$ cat src/rtl/delay_line_ctrl.sv
// Host-byte command sequencer for the delay-line measurement path: decodes UART
// commands, drives tap select and launch, captures the tap word and streams results.
module delay_line_ctrl #(
    parameter int unsigned SETTLE = 8
) (
    input  logic        i_clk,
    input  logic        i_rst_n,
    input  logic        i_rx_valid,
    input  logic [7:0]  i_rx_data,
    output logic        o_tx_valid,
    output logic [7:0]  o_tx_data,
    input  logic        i_tx_ready,
    output logic [7:0]  o_sel,
    output logic        o_launch,
    input  logic [15:0] i_taps,
    output logic        o_busy,
    output logic        o_overrun
);

    typedef enum logic [2:0] {
        S_IDLE    = 3'd0,
        S_ARG     = 3'd1,
        S_LAUNCH  = 3'd2,
        S_SETTLE  = 3'd3,
        S_CAPTURE = 3'd4,
        S_TX      = 3'd5
    } state_t;

    state_t      r_state;
    logic [7:0]  r_sel;
    logic        r_launch;
    logic        r_tx_valid;
    logic [7:0]  r_tx_data;
    logic        r_busy;
    logic        r_overrun;
    logic [15:0] r_cap;
    logic [7:0]  r_settle_cnt;
    logic [7:0]  r_byte1;
    logic [7:0]  r_byte2;
    logic [1:0]  r_tx_left;

    logic [7:0]  w_count;
    logic        w_overrun_set;

    // Length of the unbroken run of ones starting at bit 0 (0..16).
    function automatic logic [7:0] lead_ones(input logic [15:0] w);
        logic [7:0] n;
        logic       stop;
        n    = 8'd0;
        stop = 1'b0;
        for (int i = 0; i < 16; i++) begin
            if (w[i] && !stop) n = n + 8'd1;
            else               stop = 1'b1;
        end
        return n;
    endfunction

    assign w_count       = lead_ones(r_cap);
    assign w_overrun_set = i_rx_valid && (r_state != S_IDLE) && (r_state != S_ARG);

    // Command FSM with all outputs registered; overrun set is applied last so it beats a status clear.
    always_ff @(posedge i_clk or negedge i_rst_n) begin
        if (!i_rst_n) begin
            r_state      <= S_IDLE;
            r_sel        <= 8'h00;
            r_launch     <= 1'b0;
            r_tx_valid   <= 1'b0;
            r_tx_data    <= 8'h00;
            r_busy       <= 1'b0;
            r_overrun    <= 1'b0;
            r_cap        <= 16'h0000;
            r_settle_cnt <= 8'h00;
            r_byte1      <= 8'h00;
            r_byte2      <= 8'h00;
            r_tx_left    <= 2'd0;
        end else begin
            r_launch <= 1'b0;
            case (r_state)
                S_IDLE: begin
                    if (i_rx_valid) begin
                        r_busy <= 1'b1;
                        case (i_rx_data)
                            8'h01: r_state <= S_ARG;
                            8'h02: begin
                                r_state  <= S_LAUNCH;
                                r_launch <= 1'b1;
                            end
                            8'h04: begin
                                r_state    <= S_TX;
                                r_tx_data  <= r_sel;
                                r_tx_valid <= 1'b1;
                                r_tx_left  <= 2'd0;
                            end
                            8'h05: begin
                                r_state    <= S_TX;
                                r_tx_data  <= {7'b0000000, r_overrun};
                                r_overrun  <= 1'b0;
                                r_tx_valid <= 1'b1;
                                r_tx_left  <= 2'd0;
                            end
                            default: begin
                                r_state    <= S_TX;
                                r_tx_data  <= 8'hEE;
                                r_tx_valid <= 1'b1;
                                r_tx_left  <= 2'd0;
                            end
                        endcase
                    end
                end
                S_ARG: begin
                    if (i_rx_valid) begin
                        r_sel   <= i_rx_data;
                        r_state <= S_IDLE;
                        r_busy  <= 1'b0;
                    end
                end
                S_LAUNCH: begin
                    r_settle_cnt <= 8'(SETTLE - 1);
                    r_state      <= S_SETTLE;
                end
                S_SETTLE: begin
                    if (r_settle_cnt == 8'd0) begin
                        r_cap   <= i_taps;
                        r_state <= S_CAPTURE;
                    end else begin
                        r_settle_cnt <= r_settle_cnt - 8'd1;
                    end
                end
                S_CAPTURE: begin
                    r_tx_data  <= r_cap[7:0];
                    r_byte1    <= r_cap[15:8];
                    r_byte2    <= w_count;
                    r_tx_left  <= 2'd2;
                    r_tx_valid <= 1'b1;
                    r_state    <= S_TX;
                end
                S_TX: begin
                    if (r_tx_valid && i_tx_ready) begin
                        if (r_tx_left == 2'd0) begin
                            r_tx_valid <= 1'b0;
                            r_state    <= S_IDLE;
                            r_busy     <= 1'b0;
                        end else begin
                            r_tx_data <= r_byte1;
                            r_byte1   <= r_byte2;
                            r_tx_left <= r_tx_left - 2'd1;
                        end
                    end
                end
                default: begin
                    r_state    <= S_IDLE;
                    r_tx_valid <= 1'b0;
                    r_busy     <= 1'b0;
                end
            endcase
            if (w_overrun_set) r_overrun <= 1'b1;
        end
    end

    assign o_tx_valid = r_tx_valid;
    assign o_tx_data  = r_tx_data;
    assign o_sel      = r_sel;
    assign o_launch   = r_launch;
    assign o_busy     = r_busy;
    assign o_overrun  = r_overrun;

endmodule

$ cat config.mk
export PLATFORM = sky130hd
export DESIGN_NAME = delay_line_ctrl
export DESIGN_NICKNAME = d
export VERILOG_FILES = /design/src/rtl/delay_line_ctrl.sv
export SDC_FILE = /design/constraint.sdc
export NUM_CORES = 1
export LEC_CHECK = 0
export ABC_AREA = 0
export CORE_MARGIN = 5
export CORE_UTILIZATION = 49
export DETAILED_ROUTE_END_ITERATION = 7
export PLACE_DENSITY = 0.73
export SLEW_MARGIN = 20
export SYNTH_ARGS = -nofsm -noshare
export SYNTH_HDL_FRONTEND = slang
export SYNTH_SLANG_ARGS = --single-unit
export TNS_END_PERCENT = 50
$ cat constraint.sdc
create_clock -name i_clk -period 7.5 [get_ports i_clk]
set_clock_uncertainty 0.05 [all_clocks]
set_input_delay 1.125 -clock i_clk [delete_from_list [all_inputs] [get_ports i_clk]]
set_output_delay 1.125 -clock i_clk [all_outputs]
set_load 0.1 [all_outputs]
==> run_results.csv, run 1 <==
group,metric,value,unit
floorplanning,dieArea,11930,um^2
layout,postLayoutCoreUtil,0.5915,
layout,final_common_cell,"dfrtp_1",
clocking,ctsLongestPathBuffers,2,
grt,grt_max_degree,66,
timing,timing.final.hold_violations,0,
grt,antenna_found_initial,0,
layout,diodes,0,
setup_path,arrival,7.32,ns
synthesis,synth_top_area_frac,0.3372,
grt,grt_pass1_wl,20170,um
worst_hold_path,worstHoldPathType,"flip-flop to flip-flop",
timing,timing.final.ws_setup,0.2986,ns
power_and_ir_drop,leakage,0.002367,uW
timing,worst_slew_pin_slew,1.010,ns
layout,fill_cells,835,
synthesis,yosys_warnings,0,
timing,slew_headroom,0.3251,
routing,via_per_inst,5.895,
synthesis,synth_nets,581,
setup_path,worstPathRequired,7.62,ns
setup_path,path_class,"flip-flop to flip-flop",
floorplanning,die_w,109.2,um
setup_path,startpoint_type,"flip-flop",
timing,finalMaxSlewViolations,0,
power_and_ir_drop,switching_share,0.2654,
clocking,h-tree-depth,3,
routing,drc,0,
layout,area_growth,18.75,%
timing,setup_violations,0,
clocking,numCtsBuffers,9,
floorplanning,initial_utilization,0.4981,
grt,grtUsageTotal,0.2101,
power_and_ir_drop,p_comb_frac,0.126,
timing,fin_crit_sh,0.9602,
timing,fmax,0.1389,GHz
timing,fin_crit,7.201,ns
power_and_ir_drop,ir_drop,0.0001079,V
power_and_ir_drop,p_sw,201.1,uW
routing,drt-initial-drc-count,210,
setup_path,reg2reg_slack,0.30,ns
place,dp_slack,-0.1021,ns
synthesis,ys_types,77,
clocking,cts.clk_slew.worst_paths,0.08,ns
grt,first_global_vias,4252,
synthesis,synth_top_cell_by_area,"dfrtp_1",
place,place_area,5366,um^2
setup_path,cp-end-kind,"flip-flop",
power_and_ir_drop,cellPowerDensity,132.3,nW/um^2
layout,layout_common_cells,"dfrtp_1, nand2_1, clkdlybuf4s50_1",
layout,multiInputGateArea,3060,um^2
routing,ant_nets,0,
routing,vias,4274,
timing,holdWs,0.4469,ns
layout,nets,629,
clocking,clkLatencyLatePin,0.34,ns
routing,routedWlPerCell,16.55,um
place,hpwl,8763,um
power_and_ir_drop,clkPwrFrac,0.390,
synthesis,synth_edf_count,0,
floorplanning,core_area,9684,um^2
synthesis,synth_flop_cell,"dfrtp_1",
synthesis,synth_seq_area_share,0.3372,
power_and_ir_drop,p_int,556.6,uW
floorplanning,num_rows,36,
layout,final_area,5728,um^2
setup_path,max_stage_delay,0.46,ns
synthesis,synth_area,4823,um^2
setup_path,worstPathMaxFanout,7,
layout,drive_gt1_frac,0.1807,
place,place_congestion,0.9039,
place,portBuffers,47,
synthesis,syn_avg_cell_area,8.949,um^2
outcome,status,"finished clean",
setup_path,crit_path_top_delay_cell,"dfrtp_2",
synthesis,ys_seq_elements,65,
synthesis,synth.area.top_cells,"dfrtp_1, mux2_2, nand2_1",
floorplanning,ioPinCount,48,
grt,gr-total-overflow,0,
routing,dr.pass1.iters,4,
clocking,cts_tree,"yes",
setup_path,crit_top_cell,"ha_1",
power_and_ir_drop,power_frac_seq,0.484,
clocking,cts.sinks,65,
run,drv_cap,0,
routing,routed_wl,12000,um
clocking,cts-hold-fix-buffers,0,
floorplanning,die_h,109.2,um
clocking,clock-root-buffer,"clkbuf_8",
layout,ff_latch_area,1629,um^2
synthesis,ys_async_sr_fraction,1.000,
synthesis,postSynthCellCount,539,
-- logic make-up after synthesis --
kind of cell	synth area share
multiplexers	0.1077
buffers and inverters	0.04176
flip-flops	0.3372
AND/OR/NAND/NOR	0.2420
AO/OA/AOI/OAI	0.1857
adder cells (fa/ha/maj)	0.03839
XOR/XNOR	0.04721
-- layer usage --
layer	vias up	global-route usage	routed length, um
li1	2068	-	-
met1	2067	0.2749	5353
met2	111	0.3509	5876
met3	28	0.03020	429
met4	0	0.08192	343
met5	-	0	0
-- path summary, 6_finish.rpt --
check | from | end | cells past startpoint
setup / recovery | r_cap[0] | r_byte2[4] | 34
hold / removal | o_tx_data[0] | o_tx_data[0] | 2
setup reg to reg | r_cap[0] | r_byte2[4] | 34
hold reg to reg | o_tx_data[0] | o_tx_data[0] | 2
max in group asynchronous | i_rst_n | r_cap[1] | 2
min in group asynchronous | i_rst_n | r_settle_cnt[4] | 2
-- cell usage after synthesis, drive strengths merged, types with 3 or more instances --
| cell | count |
|---|---|
| dfrtp | 65 |
| nand2 | 48 |
| nor2 | 47 |
| o21ai | 32 |
| mux2 | 31 |
| a21oi | 26 |
| inv | 20 |
| nor3 | 20 |
| clkbuf | 19 |
| nand3 | 19 |
| mux2i | 17 |
| ha | 14 |
| xnor2 | 13 |
| nand2b | 12 |
| and2 | 10 |
| buf | 9 |
| o211ai | 9 |
| and3 | 8 |
| nor2b | 8 |
| nand4 | 7 |
| or3 | 7 |
| xor2 | 7 |
| a221oi | 6 |
| and4 | 6 |
| o21a | 6 |
| a21o | 5 |
| nand3b | 5 |
| a211oi | 4 |
| a21boi | 4 |
| a31o | 4 |
| a31oi | 4 |
| and3b | 4 |
| nor3b | 4 |
| nor4 | 4 |
| o2111ai | 4 |
| or2 | 4 |
| nand4b | 3 |
| o31a | 3 |
-- worst max-delay path, delay by kind of cell (launching register included) --
kind,cells,cell delay [ns]
flops,1,0.46
buf+inv,2,0.11
simple gates,8,0.93
compound gates,11,2.09
xor+xnor,1,0.12
fa+ha+maj,11,3.21
mux,1,0.07
-- area by class of cell --
class	instances	area share
Sequential cell	65	0.2844
Clock inverter	6	0.01201
Tap cell	133	0.02905
Timing Repair Buffer	65	0.1048
Inverter	20	0.01311
Multi-Input combinational cell	426	0.5343
Clock buffer	10	0.02228
-- metrics by stage --
stage / setup TNS (ns) / std cells / power [uW]
after CTS: 0 / 713 / 752.4
after global routing: -0.2616 / 725 / 795.7
after global placement: 0 / 696 / 451.9
final: 0 / 725 / 757.6
after detailed placement: -0.1742 / 696 / 454.9
after floorplan: 0 / 539 / 417.9
-- registers in the layout (all words and copies together), names as in the netlist --
signal and count:
r_byte2 8, o_tx_valid 1, o_sel 8, r_cap 16, o_overrun 1, r_state 3, o_busy 1, r_byte1 8
r_tx_left 2, o_launch 1, r_settle_cnt 8, o_tx_data 8
-- what timing repair did --
| item | 4_1_cts | 5_1_grt |
|---|---|---|
| endpoints found under the setup margin | 3 | 4 |
| pin swaps | 0 | 14 |
| resized for setup | 4 | 14 |
| buffers inserted | 1 | 12 |
-- power groups by stage --
stage | clock network, uW | registers (uW) | logic, uW
2_1_floorplan | 0 | 371 | 46.4
3_3_place_gp | 0 | 373 | 78.8
3_5_place_dp | 0 | 373 | 81.5
4_1_cts | 303 | 366 | 83.2
5_1_grt | 323 | 368 | 105
6_report | 296 | 367 | 95.3
(Power assumes the default switching activity.)
==> run 2, diff against run 1 <==
CORE_UTILIZATION = 40   (was 49)
PLACE_DENSITY = default   (was 0.73)
==> run 2 against run 1 <==
Compared with the run above: via count fell by 3.8%; global-route usage is 4.4 points lower; cell count increased by 0.83%; utilization is 11 points lower; clock power up 27%.
==> run_results.csv, run 2 (synthesis gave the netlist of run 1 again) <==
group,metric,value,unit
setup_path,arrival,7.28,ns
timing,slew_headroom,0.3075,
clocking,clkLatencyLatePin,0.32,ns
routing,dr.pass1.iters,6,
timing,setup_violations,0,
layout,diodes,0,
floorplanning,core_area,11910,um^2
clocking,cts.sinks,65,
place,portBuffers,47,
setup_path,crit_path_top_delay_cell,"dfrtp_2",
routing,vias,4112,
clocking,numCtsBuffers,9,
grt,grtUsageMet3,0.02733,
timing,finalSetupTns,0,ns
floorplanning,ioPinCount,48,
routing,drc,0,
grt,use_met1,0.2196,
setup_path,startpoint_type,"flip-flop",
grt,grtUsageMet2,0.2864,
layout,drive_gt1_frac,0.1644,
timing,fin_crit,7.172,ns
timing,worst_slew_pin_slew,1.037,ns
outcome,status,"finished clean",
layout,area_growth,19.07,%
place,place_congestion,0.8505,
setup_path,path_class,"flip-flop to flip-flop",
setup_path,crit_top_cell,"ha_1",
power_and_ir_drop,ir_drop,0.0001386,V
layout,layout_common_cells,"dfrtp_1, nand2_1, clkdlybuf4s50_1",
clocking,clock-root-buffer,"clkbuf_16",
clocking,cts_tree,"yes",
power_and_ir_drop,cellPowerDensity,145.0,nW/um^2
floorplanning,num_rows,40,
clocking,h-tree-depth,3,
routing,routedWlPerCell,16.39,um
grt,grt_max_degree,66,
timing,fmax,0.1394,GHz
setup_path,max_stage_delay,0.41,ns
routing,via_per_inst,5.625,
clocking,cts.clk_slew.worst_paths,0.05,ns
floorplanning,die_w,119.8,um
timing,timing.final.hold_violations,0,
routing,routed_wl,11980,um
layout,instances_no_fill,731,
routing,ant_nets,0,
grt,gr-total-overflow,0,
place,hpwl,8911,um
floorplanning,dieArea,14350,um^2
layout,final_area,5743,um^2
grt,grt_pass1_wl,19780,um
timing,fin_crit_sh,0.9563,
grt,top_usage_layer,"met2",
clocking,ctsLongestPathBuffers,2,
floorplanning,initial_utilization,0.4049,
layout,nets,622,
layout,largest_register,"r_cap",
place,place_area,5384,um^2
grt,first_global_vias,4031,
layout,final_common_cell,"dfrtp_1",
run,drv_cap,0,
place,placed_cells,710,
layout,postLayoutCoreUtil,0.4821,
layout,largest_reg_flops,16,
setup_path,worstPathRequired,7.61,ns
grt,grtUsageTotal,0.1662,
power_and_ir_drop,leakage,0.002366,uW
setup_path,cp-end-kind,"flip-flop",
grt,antenna_found_initial,0,
setup_path,worstPathMaxFanout,8,
worst_hold_path,worstHoldPathType,"flip-flop to flip-flop",
floorplanning,die_h,119.8,um
routing,drt-initial-drc-count,172,
timing,finalMaxSlewViolations,0,
-- run 2: cell count changes in the layout (fill, tap and decap cells not counted), moves of 2 or more --
cell / previous run / this run
buf_4: 18 / 11
ha_1: 11 / 13
clkinv_4: 3 / 0
ha_4: 2 / 0
clkinvlp_4: 1 / 3
clkbuf_16: 0 / 9
clkbuf_8: 9 / 1
-- run 2: metal layers --
metal,vias to the layer above,share of wire
met5,-,0
met4,0,0.011
met3,12,0.026
met2,62,0.49
met1,1996,0.48
li1,2042,-
-- run 2: worst paths after layout --
| kind | start | end | slack [ns] | cells after the start |
|---|---|---|---|---|
| setup reg to reg | r_cap[2] | r_byte2[4] | 0.33 | 34 |
| min in group asynchronous | i_rst_n | r_settle_cnt[3] | 0.93 | 2 |
| max in group asynchronous | i_rst_n | r_cap[2] | 5.87 | 2 |
| hold reg to reg | r_tx_left[1] | r_tx_left[1] | 0.43 | 1 |
| setup / recovery | r_cap[2] | r_byte2[4] | 0.33 | 34 |
| hold / removal | r_tx_left[1] | r_tx_left[1] | 0.43 | 1 |
-- run 2: repair_timing --
| action | in CTS | in global routing |
|---|---|---|
| endpoints found under the setup margin | 3 | 4 |
| setup buffers | 1 | 5 |
| endpoints found under the hold margin | 0 | 0 |
| gates cloned | 0 | 0 |
| hold buffers | 0 | 0 |
| pin swaps | 1 | 12 |
| gates resized for setup | 0 | 14 |
-- run 2: per-stage QoR --
step	power, uW	hold slack [ns]	setup slack (ns)
global placement	452.7	0.4109	0.2029
detailed placement	455.0	0.4189	-0.1098
floorplan	417.9	0.3997	0.3474
CTS	836.6	0.4303	0.001442
finish	833.0	0.4321	0.3277
global route	868.3	0.4662	-0.03633
-- run 2: area by class of cell --
cell class | instances | area, um^2
Sequential cell | 65 | 1630
Clock inverter | 5 | 32.53
Clock buffer | 10 | 239.0
Timing Repair Buffer | 58 | 548.0
Fill cell | 1159 | 6168
Multi-Input combinational cell | 426 | 3034
Tap cell | 147 | 183.9
Inverter | 20 | 75.07
-- run 2: report_power, final --
part / internal [uW] / leakage, uW / switching, uW
Clock: 229 / 0.000126 / 148
Combinational: 41.2 / 0.00144 / 46.6
Sequential: 357 / 0.000802 / 11.2
-- run 2: worst max-delay path, delay by kind of cell, from the launching register on --
| kind | cells | cell delay, ns |
|---|---|---|
| adder cells (fa/ha/maj) | 11 | 3.26 |
| AO/OA/AOI/OAI | 12 | 2.20 |
| AND/OR/NAND/NOR | 7 | 0.76 |
| flip-flops | 1 | 0.41 |
| buffers and inverters | 2 | 0.13 |
| XOR/XNOR | 1 | 0.12 |
| multiplexers | 1 | 0.10 |
==> run 3, diff against run 2 <==
CTS_CLUSTER_SIZE = 16   (was default)
==> results of run 3 <==
Final layout, timing and power as in run 2 (identical DEF).
